$ cat src/rtl/data_cache_pkg.sv
// Shared geometry and FSM state type for the direct-mapped data cache.
// Optional statistics counters are enabled by defining DATA_CACHE_STATS_EN.
package data_cache_pkg;

  localparam int TAG_W    = 3;
  localparam int INDEX_W  = 3;
  localparam int OFFSET_W = 2;
  localparam int LINES    = 8;
  localparam int BLOCK_W  = 32;

  typedef enum logic [1:0] {
    IDLE,
    WRITE_BACK,
    MEM_READ,
    UPDATE
  } state_t;

  // Byte 0 of a block lives in bits [7:0].
  function automatic logic [7:0] get_byte(input logic [BLOCK_W-1:0] blk,
                                          input logic [OFFSET_W-1:0] off);
    return blk[{off, 3'b000} +: 8];
  endfunction

endpackage

$ cat src/rtl/data_cache_if.sv
// CPU-side and memory-side bus of the data cache. The master modport is the
// environment (CPU plus block memory); the slave modport is the cache itself.
interface data_cache_if;
  import data_cache_pkg::*;

  logic                                 read;
  logic                                 write;
  logic [TAG_W+INDEX_W+OFFSET_W-1:0]    address;
  logic [7:0]                           writedata;
  logic [7:0]                           readdata;
  logic                                 busywait;

  logic                                 mem_read;
  logic                                 mem_write;
  logic [TAG_W+INDEX_W-1:0]             mem_address;
  logic [BLOCK_W-1:0]                   mem_writedata;
  logic [BLOCK_W-1:0]                   mem_readdata;
  logic                                 mem_busywait;

  modport master (
    output read, write, address, writedata, mem_readdata, mem_busywait,
    input  readdata, busywait, mem_read, mem_write, mem_address, mem_writedata
  );

  modport slave (
    input  read, write, address, writedata, mem_readdata, mem_busywait,
    output readdata, busywait, mem_read, mem_write, mem_address, mem_writedata
  );

endinterface

$ cat src/rtl/data_cache_ctrl.sv
// Miss-handling FSM: sequences write-back of a dirty victim, block fetch and
// line update. Memory strobes are registered so they never glitch or overlap.
module data_cache_ctrl
  import data_cache_pkg::*;
(
  input  logic   clock,
  input  logic   reset,
  input  logic   req,
  input  logic   hit,
  input  logic   victim_dirty,
  input  logic   mem_busywait,
  output state_t state,
  output logic   mem_read,
  output logic   mem_write,
  output logic   busywait
);

  // NOTE: sequential state uses non-blocking assignments so every register
  // samples pre-edge values regardless of block evaluation order.
  always_ff @(posedge clock) begin
    if (reset) begin
      state     <= IDLE;
      mem_read  <= 1'b0;
      mem_write <= 1'b0;
    end else begin
      case (state)
        IDLE: begin
          if (req && !hit) begin
            if (victim_dirty) begin
              state     <= WRITE_BACK;
              mem_write <= 1'b1;
            end else begin
              state    <= MEM_READ;
              mem_read <= 1'b1;
            end
          end
        end
        WRITE_BACK: begin
          if (!mem_busywait) begin
            state     <= MEM_READ;
            mem_write <= 1'b0;
            mem_read  <= 1'b1;
          end
        end
        MEM_READ: begin
          if (!mem_busywait) begin
            state    <= UPDATE;
            mem_read <= 1'b0;
          end
        end
        UPDATE:  state <= IDLE;
        default: state <= IDLE;
      endcase
    end
  end

  assign busywait = (req && !hit) || (state != IDLE);

endmodule

$ cat src/rtl/data_cache.sv
// Direct-mapped, write-back, write-allocate byte cache: 8 lines of 4 bytes.
// Define DATA_CACHE_STATS_EN to add 16-bit wrapping hit_count/miss_count outputs.
module data_cache
  import data_cache_pkg::*;
(
  input  logic        clock,
  input  logic        reset,
  data_cache_if.slave bus
`ifdef DATA_CACHE_STATS_EN
  ,
  output logic [15:0] hit_count,
  output logic [15:0] miss_count
`endif
);

  logic [TAG_W-1:0]    addr_tag;
  logic [INDEX_W-1:0]  idx;
  logic [OFFSET_W-1:0] off;

  logic [LINES-1:0]    valid;
  logic [LINES-1:0]    dirty;
  logic [TAG_W-1:0]    tag_mem  [LINES];
  logic [BLOCK_W-1:0]  data_mem [LINES];

  state_t              state;
  logic                req, hit, idle, fill, rd_hit, wr_hit;
  logic [7:0]          sel_byte;
  logic [7:0]          readdata_q;

  // The CPU holds the request until busywait falls, so the address is used live.
  assign {addr_tag, idx, off} = bus.address;

  assign req      = bus.read || bus.write;
  assign hit      = valid[idx] && (tag_mem[idx] == addr_tag);
  assign idle     = (state == IDLE);
  assign fill     = (state == UPDATE);
  assign wr_hit   = idle && bus.write && hit;
  assign rd_hit   = idle && bus.read && !bus.write && hit;
  assign sel_byte = get_byte(data_mem[idx], off);

  data_cache_ctrl u_ctrl (
    .clock        (clock),
    .reset        (reset),
    .req          (req),
    .hit          (hit),
    .victim_dirty (valid[idx] && dirty[idx]),
    .mem_busywait (bus.mem_busywait),
    .state        (state),
    .mem_read     (bus.mem_read),
    .mem_write    (bus.mem_write),
    .busywait     (bus.busywait)
  );

  always_ff @(posedge clock) begin
    if (reset) begin
      valid <= '0;
      dirty <= '0;
    end else if (fill) begin
      valid[idx] <= 1'b1;
      dirty[idx] <= 1'b0;
    end else if (wr_hit) begin
      dirty[idx] <= 1'b1;
    end
  end

  // NOTE: tag and data arrays are not reset; valid=0 makes their contents
  // irrelevant, and leaving them unreset lets them map onto plain RAM.
  always_ff @(posedge clock) begin
    if (!reset) begin
      if (fill) begin
        tag_mem[idx]  <= addr_tag;
        data_mem[idx] <= bus.mem_readdata;
      end else if (wr_hit) begin
        data_mem[idx][{off, 3'b000} +: 8] <= bus.writedata;
      end
    end
  end

  always_ff @(posedge clock) begin
    if (reset)       readdata_q <= 8'h00;
    else if (rd_hit) readdata_q <= sel_byte;
  end

  // A read hit is visible in the same cycle; otherwise the last value is held.
  assign bus.readdata      = rd_hit ? sel_byte : readdata_q;
  assign bus.mem_address   = (state == WRITE_BACK) ? {tag_mem[idx], idx} : {addr_tag, idx};
  assign bus.mem_writedata = data_mem[idx];

`ifdef DATA_CACHE_STATS_EN
  always_ff @(posedge clock) begin
    if (reset) begin
      hit_count  <= 16'h0000;
      miss_count <= 16'h0000;
    end else if (idle && req) begin
      if (hit) hit_count  <= hit_count + 16'h0001;
      else     miss_count <= miss_count + 16'h0001;
    end
  end
`endif

endmodule

$ cat src/flat_wrapper.sv
// flat-port wrapper written by rule: the top's interface ports become plain ports
module data_cache_flat import data_cache_pkg::*;
  (clock, reset, bus_read, bus_write, bus_address, bus_writedata, bus_mem_readdata, bus_mem_busywait, bus_readdata, bus_busywait, bus_mem_read, bus_mem_write, bus_mem_address, bus_mem_writedata);
  data_cache_if bus_i ();
  input  logic clock;
  input  logic reset;
  input wire logic [$bits(bus_i.read)-1:0] bus_read;
  input wire logic [$bits(bus_i.write)-1:0] bus_write;
  input wire logic [$bits(bus_i.address)-1:0] bus_address;
  input wire logic [$bits(bus_i.writedata)-1:0] bus_writedata;
  input wire logic [$bits(bus_i.mem_readdata)-1:0] bus_mem_readdata;
  input wire logic [$bits(bus_i.mem_busywait)-1:0] bus_mem_busywait;
  output wire logic [$bits(bus_i.readdata)-1:0] bus_readdata;
  output wire logic [$bits(bus_i.busywait)-1:0] bus_busywait;
  output wire logic [$bits(bus_i.mem_read)-1:0] bus_mem_read;
  output wire logic [$bits(bus_i.mem_write)-1:0] bus_mem_write;
  output wire logic [$bits(bus_i.mem_address)-1:0] bus_mem_address;
  output wire logic [$bits(bus_i.mem_writedata)-1:0] bus_mem_writedata;
  assign bus_i.read = bus_read;
  assign bus_i.write = bus_write;
  assign bus_i.address = bus_address;
  assign bus_i.writedata = bus_writedata;
  assign bus_i.mem_readdata = bus_mem_readdata;
  assign bus_i.mem_busywait = bus_mem_busywait;
  assign bus_readdata = bus_i.readdata;
  assign bus_busywait = bus_i.busywait;
  assign bus_mem_read = bus_i.mem_read;
  assign bus_mem_write = bus_i.mem_write;
  assign bus_mem_address = bus_i.mem_address;
  assign bus_mem_writedata = bus_i.mem_writedata;
  data_cache u_core (.clock(clock), .reset(reset), .bus(bus_i));
endmodule
$ cat config.mk
export PLATFORM = sky130hd
export DESIGN_NAME = data_cache_flat
export DESIGN_NICKNAME = d
export VERILOG_FILES = /design/src/rtl/data_cache_pkg.sv /design/src/rtl/data_cache_if.sv /design/src/rtl/data_cache_ctrl.sv /design/src/rtl/data_cache.sv /design/src/flat_wrapper.sv
export SDC_FILE = /design/constraint.sdc
export NUM_CORES = 1
export LEC_CHECK = 0
export CORE_UTILIZATION = 45
export DETAILED_ROUTE_END_ITERATION = 10
export GPL_ROUTABILITY_DRIVEN = 0
export PLACE_DENSITY = 0.61
export REMOVE_ABC_BUFFERS = 1
export SYNTH_ARGS = -nofsm -noshare
export SYNTH_HDL_FRONTEND = slang
export SYNTH_SLANG_ARGS = --single-unit
export TNS_END_PERCENT = 100
$ cat constraint.sdc
create_clock -name clock -period 8.9 [get_ports clock]
set_input_delay 1.78 -clock clock [delete_from_list [all_inputs] [get_ports clock]]
set_output_delay 1.78 -clock clock [all_outputs]
set_load 0.02 [all_outputs]
**Yosys cells after proc, flatten, opt, wreduce, memory -nomap -nowiden**

Memories as Yosys holds them, arrays and structs flattened.
Index checks and enable logic that the tools add are counted.

- Bitwise gates (word level): 36
- Reductions and logical operators: 21
- Muxes and demuxes: 62
- $mul: 0
- Eq/ne operators: 9
- Divide/modulo/power cells: 0
- Magnitude comparators: 2
- Shift-type cells: 3
- Add/subtract/negate cells: 1

Operators by type and width:

| kind | number |
|---|---|
| 2-to-1 mux 1 bit | 47 |
| 2-to-1 mux 32 bit | 1 |
| bitwise OR 1 bit | 32 |
| variable shift 8 x 7 -> 32 bit (first input constant) | 1 |
| indexed part select 32 x 6 -> 8 bit | 1 |
| indexed part select 8 x 7 -> 32 bit | 1 |
| 2-to-1 mux 8 bit | 3 |
| bitwise OR 8 bit | 2 |
| != test 2 bit (second input constant) | 5 |
| logical AND 1 bit | 9 |
| AND 8 bit | 1 |
| 2-to-1 mux 2 bit | 4 |
| inverter 8 bit | 1 |
| one-hot mux 2 bit (4 select lines) | 1 |
| negator 5 -> 7 bit | 1 |
| binary-select mux 1 bit (select 3 bit) | 2 |
| 2-to-1 mux 6 bit | 1 |
| nonzero test 2 bit | 3 |
| AND reduction 5 bit | 1 |
| equality test 2 bit (second input constant) | 2 |
| < comparator 3 x 4 -> 1 bit (second input constant) | 1 |
| AND reduction 4 bit | 1 |
| demux 1 bit (select 3 bit) | 1 |
| equality test 3 bit | 1 |
| 9 further kinds | 11 |

- Register bits: 28
- Word-level logic and storage cells: 142
- Memory bits (read-only): 0
- Input bits: 53
- Bits in writable memories: 280
- Bits in latches: 0
- Memories: 2
- Output and inout port bits: 49

Memory list:

| memory | words | width | rd ports | clocked after Yosys merged registers in | write ports | line | RTL |
|---|---|---|---|---|---|---|---|
| u_core.data_mem | 8 | 32 | 1 | 0 | 1 | data_cache.sv:23 | `logic [BLOCK_W-1:0] data_mem [LINES];` |
| u_core.tag_mem | 8 | 3 | 1 | 0 | 1 | data_cache.sv:22 | `logic [TAG_W-1:0] tag_mem [LINES];` |

**Logic depth before layout (Yosys ltp)**

- Depth after elaboration: 9
- Depth in mapped cells: 12
- Mapped depth without buffers: 7

**Modules after synthesis**

A second synthesis with hierarchy kept.

- Cell total of the unflattened synthesis: 969
- Area, all modules: 13570.5 um2

By module, submodules not included:

| module | area an instance (um2) | times used | cells each | seq. area each (um2) |
|---|---|---|---|---|
| data_cache | 13217.7 | 1 | 934 | 8888.5 |
| data_cache_ctrl | 352.8 | 1 | 35 | 80.1 |

**Worst setup path after synthesis**

No wires, ideal clock.

- Path type: input to output
- Start: in bus_address[2]
- End: out bus_readdata[4]
- Buffers on the path: 7
- Path slack: 3.105 ns
- Arrival: 4.015 ns
- Stages on the path: 12
- Data required time: 7.120 ns
- Cell sequence: buf_6 -> buf_8 -> buf_8 -> buf_8 -> buf_4 -> buf_4 -> buf_2 -> a221oi_1 -> o21ai_0 -> mux2i_1 -> o22ai_1 -> o21a_1

- Elaborated cells on any way between the ends: 9
- Those cells by class: 1 x eq/ne; 1 x shift; 3 x mux; 2 x reduce/logical; 2 x memory

RTL lines:

| item | line | RTL |
|---|---|---|
| start: declaration | flat_wrapper.sv:9 | `input wire logic [$bits(bus_i.address)-1:0] bus_address;` |
| memory read (8 x 32 bit) | -- |  |
| named net bus_mem_writedata[20] | flat_wrapper.sv:18 | `output wire logic [$bits(bus_i.mem_writedata)-1:0] bus_mem_writedata;` |
| indexed part select 32 x 6 -> 8 bit | data_cache_pkg.sv:21 | `return blk[{off, 3'b000} +: 8];` |
| 2-to-1 mux 8 bit | -- |  |
| end: declaration | flat_wrapper.sv:13 | `output wire logic [$bits(bus_i.readdata)-1:0] bus_readdata;` |

The timed path passes the listed nets, and every way through them passes these cells. The select of a mux whose other input is x is not followed.

**Final worst setup path**

- Start: in bus_address[2]
- End: out bus_readdata[0]

- Word-level cells in the longest chain between the ends: 5
- Elaborated cells on any way between the ends: 9
- Those cells by class: 1 x eq/ne; 1 x shift; 3 x mux; 2 x reduce/logical; 2 x memory

Ends and longest elaborated chain:

| item |
|---|
| branches (longest 4 deep; another with memory read (8 x 32 bit)) |
| 2-to-1 mux 8 bit (*) |

Every way passes the cells marked *. The select of a mux whose other input is x is not followed.

==> out/metrics.csv <==
metric;value;unit
outcome;completed;
chip width;175.2;um
# clock sinks;308;
Post-CTS Setup Bufs;0;
Main synth FF type;edfxtp_1;
vias in the first global route;8378;
Final setup viols;0;
DIE AREA;30710;um^2
number of synthesized flops with an enable pin;280;
fill count;2442;
final hold violations;0;
slew margin rel.;0.1107;
Hold WS;0.4544;ns
top-area cell type share of the netlist area;0.6226;
largest net degree at the start of global routing;36;
Reg clk slew, reported paths;0.06;ns
crit start category;input port;
Num CTS Buffers;34;
RSZ-0062 raised after global routing;false;
Avg Inst Size Synth;14.82;um^2
Worst Max-Slew Pin Slew;1.331;ns
CTS root buf;clkbuf_16;
Peak Freq;0.1430;GHz
IO Pins;102;
Worst setup EP type;output port;
Post-DP HPWL;25200;um
Antenna Nets Post-Route;0;
Detailed Route Iter0 Violations;836;
core area;29560;um^2
Vias;8606;
maximum vdd drop;0.09555;mV
max-cap violations;0;
hold_sp;u_core.valid[4];
top post-synthesis cells by area;edfxtp_1, mux4_2, mux2i_1;
cell area after layout;15960;um^2
R2R depth;7;
Util after Layout;0.5398;
final worst-path cycle share;0.7858;
Yosys Warn Count;0;
die height;175.2;um
drt wl/cell;26.14;um
clk_lat worst skew;0.51;ns
total detailed-routing wirelength;37310;um
fin. max-slew vios;0;
initial core utilization;0.4569;
worst endpoint required time;7.12;ns
Lkg Pwr;5.508;nW
gr ovfl total;0;
setup slack after layout;1.906;ns
layout cells sized above 1;0.1524;
H-Tree Depth;2;
Post-Place Cell Area;14880;um^2
Sum Neg Setup Slack;0;ns
1st-pass router iterations;7;
CTS tree;yes;
Netlist Area Pre-Place;13510;um^2
post-CTS sizing;0;
I/O Buffers;101;
R2R Path Start;u_core.tag_mem[2][0];
PD cells;207.2;nW/um^2
# diodes;0;
Post-CTS Hold Buffers;0;
pre-CTS setup slack;1.924;ns
via/cell ratio;6.031;
first-pass GRT wire length;55210;um
Layout area overhead;18.15;%
Cells after Synth;911;
worst-path maximum fanout;35;
#FFs+latches synth;308;
Final Critical Period;6.994;ns
All-Layer GR Usage;0.2481;
Max Buffers Root-to-Sink;3;
Synth area leader;edfxtp_1;
crit path from;bus_address[2];
Remaining DRCs;0;
num rows;63;
nets;1074;
Worst Hold Depth;1;
initial antenna violation count;0;
Critical Path AT;5.21;ns
clock skew;0.01987;ns
Post-synth ARST share;0;
Crit Path Category;in2out;
Seq/Total Area, Yosys;0.6641;
Synth cell types;68;
Hold WC Path Type;reg2reg;
[metal layers]
layer | track usage | part of all wire | vias to the layer above
li1 | - | - | 3768
met2 | 0.3843 | 0.46 | 380
met3 | 0.03829 | 0.072 | 75
met1 | 0.3576 | 0.44 | 4383
met4 | 0.08406 | 0.028 | 0
met5 | 0 | 0 | -
[final cells by class]
class,count,area (um^2),area share
clock buffers,43,905.9,0.05677
clock inverters,18,171.4,0.01074
inverters,34,127.6,0.007998
multi-input cells,507,4089,0.2563
flip-flops and latches,308,8969,0.5621
well taps,390,488.0,0.03058
repair buffers,127,1206,0.07559
[power breakdown]
part | switching, mW | internal, mW | leakage [nW]
Clock | 0.556 | 0.810 | 0.515
Combinational | 0.215 | 0.134 | 2.25
Sequential | 0.00533 | 1.59 | 2.74
Total | 0.776 | 2.53 | 5.51
[cells in the final DEF (no fill, tap or decap), types with 11 or more instances in the layout]
cell             netlist  layout
clkdlybuf4s50_1        0      98
clkbuf_16              0      35
a22oi_1               14      14
o21ai_0               15      15
nand2_1               66      66
mux2_2                37      37
mux2i_1               57      57
o22ai_1               12      12
nor2_1                53      53
nor3_1                26      22
and3_1                11      11
a31oi_1               12      12
a21oi_1               23      23
mux4_2                27      27
edfxtp_1             280     280
dfxtp_1               28      28
a221oi_1              20      20
inv_1                 31      31
buf_4                 10      26
a211oi_1              11      11
[Yosys cell counts, drive strengths merged, types with 12 or more instances]
cell	count
a211oi	13
a21oi	23
a221oi	21
a22oi	14
a31oi	12
buf	34
clkbuf	28
dfxtp	28
edfxtp	280
inv	31
mux2	41
mux2i	57
mux4	27
nand2	66
nor2	53
nor3	27
o21ai	16
o22ai	12
[path summary, 6_finish.rpt]
path / to / slack (ns)
max reg2reg: u_core.data_mem[5][9] / 5.52
max: bus_readdata[0] / 1.91
min reg2reg: u_core.valid[4] / 0.45
min: u_core.valid[4] / 0.45
[cell families (layout without fill, tap and decap cells)]
group                      after synthesis  after routing  share of synthesized area
AOI/OAI and AO/OA                      173            173                    0.09719
adders and majority gates                9              9                   0.008338
buffers and inverters                   96            222                    0.03465
DFF                                    308            308                     0.6641
muxes                                  125            125                     0.1217
and+or+nand+nor                        200            200                    0.07402
[stage by stage]
stage               total power, mW  instances
finish                        3.307       1427
detailed placement            1.969       1366
CTS                           3.321       1427
global placement              1.968       1366
global route                  3.407       1427
floorplan                     1.797        849
[sequential cells by signal (all words and copies together), names as in the netlist, named ones only]
register                 count
u_core.readdata_q            8
u_core.valid                 8
u_core.u_ctrl.mem_write      1
u_core.tag_mem              24
u_core.u_ctrl.mem_read       1
u_core.u_ctrl.state          2
u_core.data_mem            256
[worst max-delay path, cell delays in order]
cell and delay, ns:
buf_4 0.40, buf_4 0.48, mux2i_1 0.26, o22ai_1 0.13
or3_1 0.50, a211oi_2 0.63, a21oi_1 0.19, nor2_1 0.18
clkdlybuf4s50_1 0.62
(Power assumes the default switching activity.)
